[src/rtl/ysyx_22041412_ifu.sv]
// ysyx_22041412_ifu -- instruction fetch unit.
//
// Keeps the PC and issues one word fetch at a time. Returned words are
// buffered as {instr, pc} entries in a small FIFO that feeds decode.
// A redirect retargets the PC, flushes the FIFO and discards any response
// that is still in flight.
//
// Ports:
//   clk, rst_n        clock (rising edge) / async active-low reset
//   imem_req_*        fetch request channel (valid/ready, word address)
//   imem_rsp_*        fetch response (one per accepted request)
//   id_*              FIFO head to decode (valid/ready, instr, pc)
//   redirect_*        PC retarget from decode/execute (bits [31:0] used)
//   fifo_count        buffer occupancy (debug)
module ysyx_22041412_ifu #(
  parameter logic [31:0] RESET_PC   = 32'h8000_0000,
  parameter int          FIFO_DEPTH = 2
) (
  input  logic                        clk,
  input  logic                        rst_n,
  output logic                        imem_req_valid,
  input  logic                        imem_req_ready,
  output logic [31:0]                 imem_req_addr,
  input  logic                        imem_rsp_valid,
  input  logic [31:0]                 imem_rsp_data,
  output logic                        id_valid,
  input  logic                        id_ready,
  output logic [31:0]                 id_instr,
  output logic [31:0]                 id_pc,
  input  logic                        redirect_valid,
  input  logic [63:0]                 redirect_pc,
  output logic [$clog2(FIFO_DEPTH):0] fifo_count
);

  localparam int PW = $clog2(FIFO_DEPTH);
  localparam int CW = PW + 1;
  localparam logic [CW-1:0] DEPTH_C = CW'(FIFO_DEPTH);

  typedef enum logic [1:0] {S_REQ, S_WAIT, S_DROP} state_t;

  typedef struct packed {
    logic [31:0] instr;
    logic [31:0] pc;
  } fetch_ent_t;

  state_t        state, state_n;
  logic [31:0]   pc, req_pc;
  fetch_ent_t    buf_q [FIFO_DEPTH];
  logic [PW-1:0] rd_ptr, wr_ptr;
  logic [CW-1:0] count;
  logic          not_full, req_fire, push, pop;
  logic          unused_hi;

  assign unused_hi = ^redirect_pc[63:32];

  assign not_full = count < DEPTH_C;

  // Issue only when the FIFO has room for the word, so count plus the
  // single outstanding request never exceeds FIFO_DEPTH. Valid is also held
  // low during a redirect so the address never changes under a live request.
  always_comb begin
    state_n        = state;
    imem_req_valid = 1'b0;
    case (state)
      S_REQ: begin
        imem_req_valid = rst_n & not_full & ~redirect_valid;
        if (imem_req_valid & imem_req_ready) state_n = S_WAIT;
      end
      S_WAIT: begin
        if (redirect_valid)      state_n = imem_rsp_valid ? S_REQ : S_DROP;
        else if (imem_rsp_valid) state_n = S_REQ;
      end
      S_DROP: begin
        if (imem_rsp_valid) state_n = S_REQ;
      end
      default: state_n = S_REQ;
    endcase
  end

  assign imem_req_addr = pc;
  assign req_fire      = imem_req_valid & imem_req_ready;
  assign push          = (state == S_WAIT) & imem_rsp_valid & ~redirect_valid;
  assign pop           = id_valid & id_ready & ~redirect_valid;

  assign id_valid   = count != '0;
  assign id_instr   = id_valid ? buf_q[rd_ptr].instr : '0;
  assign id_pc      = id_valid ? buf_q[rd_ptr].pc    : '0;
  assign fifo_count = count;

  always_ff @(posedge clk or negedge rst_n) begin
    if (!rst_n) begin
      state  <= S_REQ;
      pc     <= RESET_PC;
      req_pc <= '0;
      rd_ptr <= '0;
      wr_ptr <= '0;
      count  <= '0;
    end else begin
      state <= state_n;
      if (redirect_valid) pc <= redirect_pc[31:0];
      else if (req_fire)  pc <= pc + 32'd4;
      if (req_fire) req_pc <= pc;
      if (redirect_valid) begin
        rd_ptr <= '0;
        wr_ptr <= '0;
        count  <= '0;
      end else begin
        if (push) wr_ptr <= wr_ptr + PW'(1);
        if (pop)  rd_ptr <= rd_ptr + PW'(1);
        // push+pop together leaves count unchanged, even when full
        case ({push, pop})
          2'b10:   count <= count + CW'(1);
          2'b01:   count <= count - CW'(1);
          default: count <= count;
        endcase
      end
    end
  end

  // Entry storage needs no reset: the head is masked by count.
  always_ff @(posedge clk) begin
    if (push) buf_q[wr_ptr] <= '{instr: imem_rsp_data, pc: req_pc};
  end

  // Issue gating makes a push into a full FIFO without a pop impossible.
  a_no_overflow: assert property (@(posedge clk) disable iff (!rst_n)
    push |-> (not_full || pop));

endmodule

[config.mk]
export PLATFORM = sky130hd
export DESIGN_NAME = ysyx_22041412_ifu
export DESIGN_NICKNAME = d
export VERILOG_FILES = /design/src/rtl/ysyx_22041412_ifu.sv
export SDC_FILE = /design/constraint.sdc
export NUM_CORES = 1
export LEC_CHECK = 0
export BUFFER_PORTS_ARGS = -buffer_cell sky130_fd_sc_hd__buf_2
export CAP_MARGIN = 10
export CORE_MARGIN = 5
export CORE_UTILIZATION = 53
export DETAILED_ROUTE_END_ITERATION = 10
export PLACE_DENSITY = 0.76
export SETUP_SLACK_MARGIN = 0.05
export SLEW_MARGIN = 15
export SYNTH_ARGS = -nofsm -noshare
export SYNTH_HDL_FRONTEND = slang
export SYNTH_SLANG_ARGS = --single-unit
[constraint.sdc]
create_clock -name clk -period 7.2 [get_ports clk]
set_input_delay 0.72 -clock clk [delete_from_list [all_inputs] [get_ports clk]]
set_output_delay 0.72 -clock clk [all_outputs]
set_load 0.03 [all_outputs]
==> key figures <==
Run status
  – Status: finished, final reports clean

Detailed routing
  – Drt total wl: about 18000 microns
  – Routed len/inst: roughly 18 microns
  – Vias: approximately 5600
  – DRT Pass-1 Iters: 5
  – ANT nets after route: 0
  – Initial DRC count: 350
  – DRC: 0
  – Avg Vias per Cell: between 5 and 6

Timing
  – Max Freq: between 0.3 and 0.4 GHz
  – Endpoints failing hold: 0
  – Max Slew Vio Count: 0
  – Slew headroom: 0.237
  – Fin Setup TNS: 0 ns
  – Final period utilization: 0.415
  – # setup viols final: 0
  – Final setup margin: between 4 and 5 ns
  – RSZ-0062 raised after global routing: false
  – Slew @ Worst Pin: between 1 and 1.5 ns
  – Worst Skew: around 0.013 ns
  – Min Tclk post-route: between 2 and 3 ns

Logic synthesis
  – Cell area after synthesis: a little over 8000 sq um
  – Synth top cells by count: nand2_1 (137), edfxtp_1 (128), nor2_1 (76)
  – Post-synth EDFFs: between 100 and 150
  – Sequential share of the synthesized area: 0.685
  – Synthesized flop and latch total: 198
  – Synth top area cells: edfxtp_1 (47%), dfrtp_1 (21%), mux2i_1 (7.8%)
  – Area share of the largest cell type after synthesis: 0.470
  – Yosys top cell by area: edfxtp_1
  – Most common cell in the netlist: nand2_1
  – Synth unique cells: 50
  – Syn_nets: roughly 750
  – Fraction of registers with async set/reset: 0.354
  – Mapped Cells: between 600 and 700
  – Mean area per synthesized cell: approximately 13 sq um
  – Top_reg_cell synth: edfxtp_1
  – Synth Warn #: 0

Global routing
  – GRT met2 Usage: 0.355
  – Routing usage on met1: 0.268
  – Met3 usage: 0.0514
  – Remaining Overflow, GRT: 0
  – GR peak layer: met2
  – First-pass GRT wire length: 29700 microns
  – Pin count of the biggest net entering global routing: 73
  – GRT Total Usage: 0.210
  – Vias in the first global route: ~5900
  – Initial antenna violation count: 0

Worst setup path
  – Worst R2R End: buf_q[0][49]$_DFFE_PP_
  – Req. time, crit path: between 7 and 8 ns
  – WP data arrival: between 3 and 4 ns
  – Worst R2R Setup Slack: approximately 4.7 ns
  – WP buf/inv: 1
  – CP Launch Type: primary input
  – FF-to-FF path depth: 4
  – Worst path max stage delay: ~0.78 ns
  – Crit path cell chain: buf_4 -> nand4bb_1 -> or2_2 -> or4_1 -> nand3_1
  – CP startpoint: rst_n
  – Crit. path cell count: 5
  – Crit path capture: imem_req_addr[20]$_DFFE_PN0P_
  – CP Class: primary input to register
  – CP delay by family, top: simple AND/OR/NAND/NOR gates
  – Critical path capture point type: register
  – R2R Path Start: state[0]$_DFFE_PN0P_
  – Crit-path max FO: approximately 70
  – Slowest cell on crit path: or2_2

CTS
  – Clock sink total: 198
  – Inserted Clock Buffers: 17
  – CTS tree: yes
  – Clk_lat worst skew: roughly 0.43 ns
  – Hold-fix buffers at CTS: 0
  – Worst-path clk slew: roughly 0.07 ns
  – Post-CTS sizing: 0
  – H-tree Lvls: 4
  – Postcts setup bufs: 0
  – CTS Buffer Depth: 2
  – Root Driver: clkbuf_16

Placement
  – GPL Wtd Cong: roughly 0.81
  – Place WS: 3.67 ns
  – Number of port buffers: 169
  – HPWL after DPL: between 10000 and 15000 microns

Cells and area
  – Synth-to-layout area growth: 19.3%
  – Fill cells: between 1000 and 1500
  – Final #Nets: between 900 and 1000
  – # diodes: 0
  – Fraction of layout cells with a size suffix above 1: 0.272

Floorplanning
  – Die area: 18000 sq um
  – Die Ht: roughly 130 microns
  – Row count: 45
  – Width of the die: about 130 microns
  – Top Ports: slightly above 200
  – Initial Util: 0.540
  – Core ar.: 15100 sq um

Power
  – Leak: 4.01 nW
  – Max IR drop VDD: approximately 150 uV
  – PD cells: 259 nW/um^2

Hold path
  – HP Class: primary input to async pin

Job
  – Max-cap violations: 0
[cells in the final DEF, fill, tap and decap left out, drive strengths merged, types with 4 or more instances in the layout]
master and instances:
a21oi 5, and3 4, and4 4, buf 175
clkbuf 21, clkinv 5, dfrtp 69, edfxtp 128
inv 7, mux2i 64, nand2 137, nand3 23
nand4 10, nor2 77, nor2b 4, nor3b 4
o211ai 16, o21ai 13, o311ai 9, or3 4
[worst register-to-register path, cell delays in order, from the launching register on]
cell and delay, ns:
dfrtp_1 0.39, nor2b_1 0.21, nand2_1 0.24, nor3_2 0.46, buf_4 0.73
[layout make-up]
cell class	instances	area, sq um	share of cell area
Timing Repair Buffer	175	893	0.0917
Sequential cell	198	5600	0.575
Tap cell	188	235	0.0241
Multi-Input combinational cell	412	2420	0.248
Clock buffer	21	470	0.0483
Clock inverter	11	120	0.0123
Inverter	3	11.3	0.00116
[power by group]
| part | internal [mW] | switching (mW) |
|---|---|---|
| clock | 0.541 | 0.400 |
| combinational | 0.0743 | 0.144 |
| sequential | 1.30 | 0.0648 |
[routing by layer]
metal	wire length (microns)	vias to the layer above
met3	1090	22
met1	7620	2757
met2	9230	206
li1	-	2655
met4	289	0
met5	0	-
[cells by family after synthesis]
kind of cell | synth area share
XOR/XNOR | 0.00536
buffers and inverters | 0.0227
AO/OA/AOI/OAI | 0.0511
multiplexers | 0.0811
flip-flops | 0.685
AND/OR/NAND/NOR | 0.153
adder cells (fa/ha/maj) | 0.00153
[state kept, by name, summed over array words and instances, names as in the netlist]
signal         flops
buf_q            128
wr_ptr             1
req_pc            32
fifo_count         2
rd_ptr             1
imem_req_addr     32
state              2
[per-stage QoR]
step / power, mW / instance area, sq um / hold WS (ns) / instances / utilization
final: 2.52 / 9750 / 0.399 / 1008 / 0.644
after global routing: 2.62 / 9750 / 0.462 / 1008 / 0.644
after CTS: 2.54 / 9750 / 0.461 / 1008 / 0.644
after detailed placement: 1.61 / 9160 / 0.456 / 976 / 0.605
after global placement: 1.59 / 9160 / 0.450 / 976 / 0.605
after floorplan: 1.51 / 8170 / 0.424 / 649 / -
[worst min path at each step]
stage | from | to
final | rst_n | imem_req_addr[30]$_DFFE_PN0P_
after global routing | imem_rsp_data[30] | buf_q[0][62]$_DFFE_PP_
after CTS | imem_rsp_data[26] | buf_q[1][58]$_DFFE_PP_
after detailed placement | req_pc[26]$_DFFE_PN0P_ | buf_q[1][26]$_DFFE_PP_
after global placement | req_pc[0]$_DFFE_PN0P_ | buf_q[1][0]$_DFFE_PP_
after floorplan | rst_n | fifo_count[0]$_DFFE_PN0P_
Note: power is estimated with default switching activity, not from simulation.
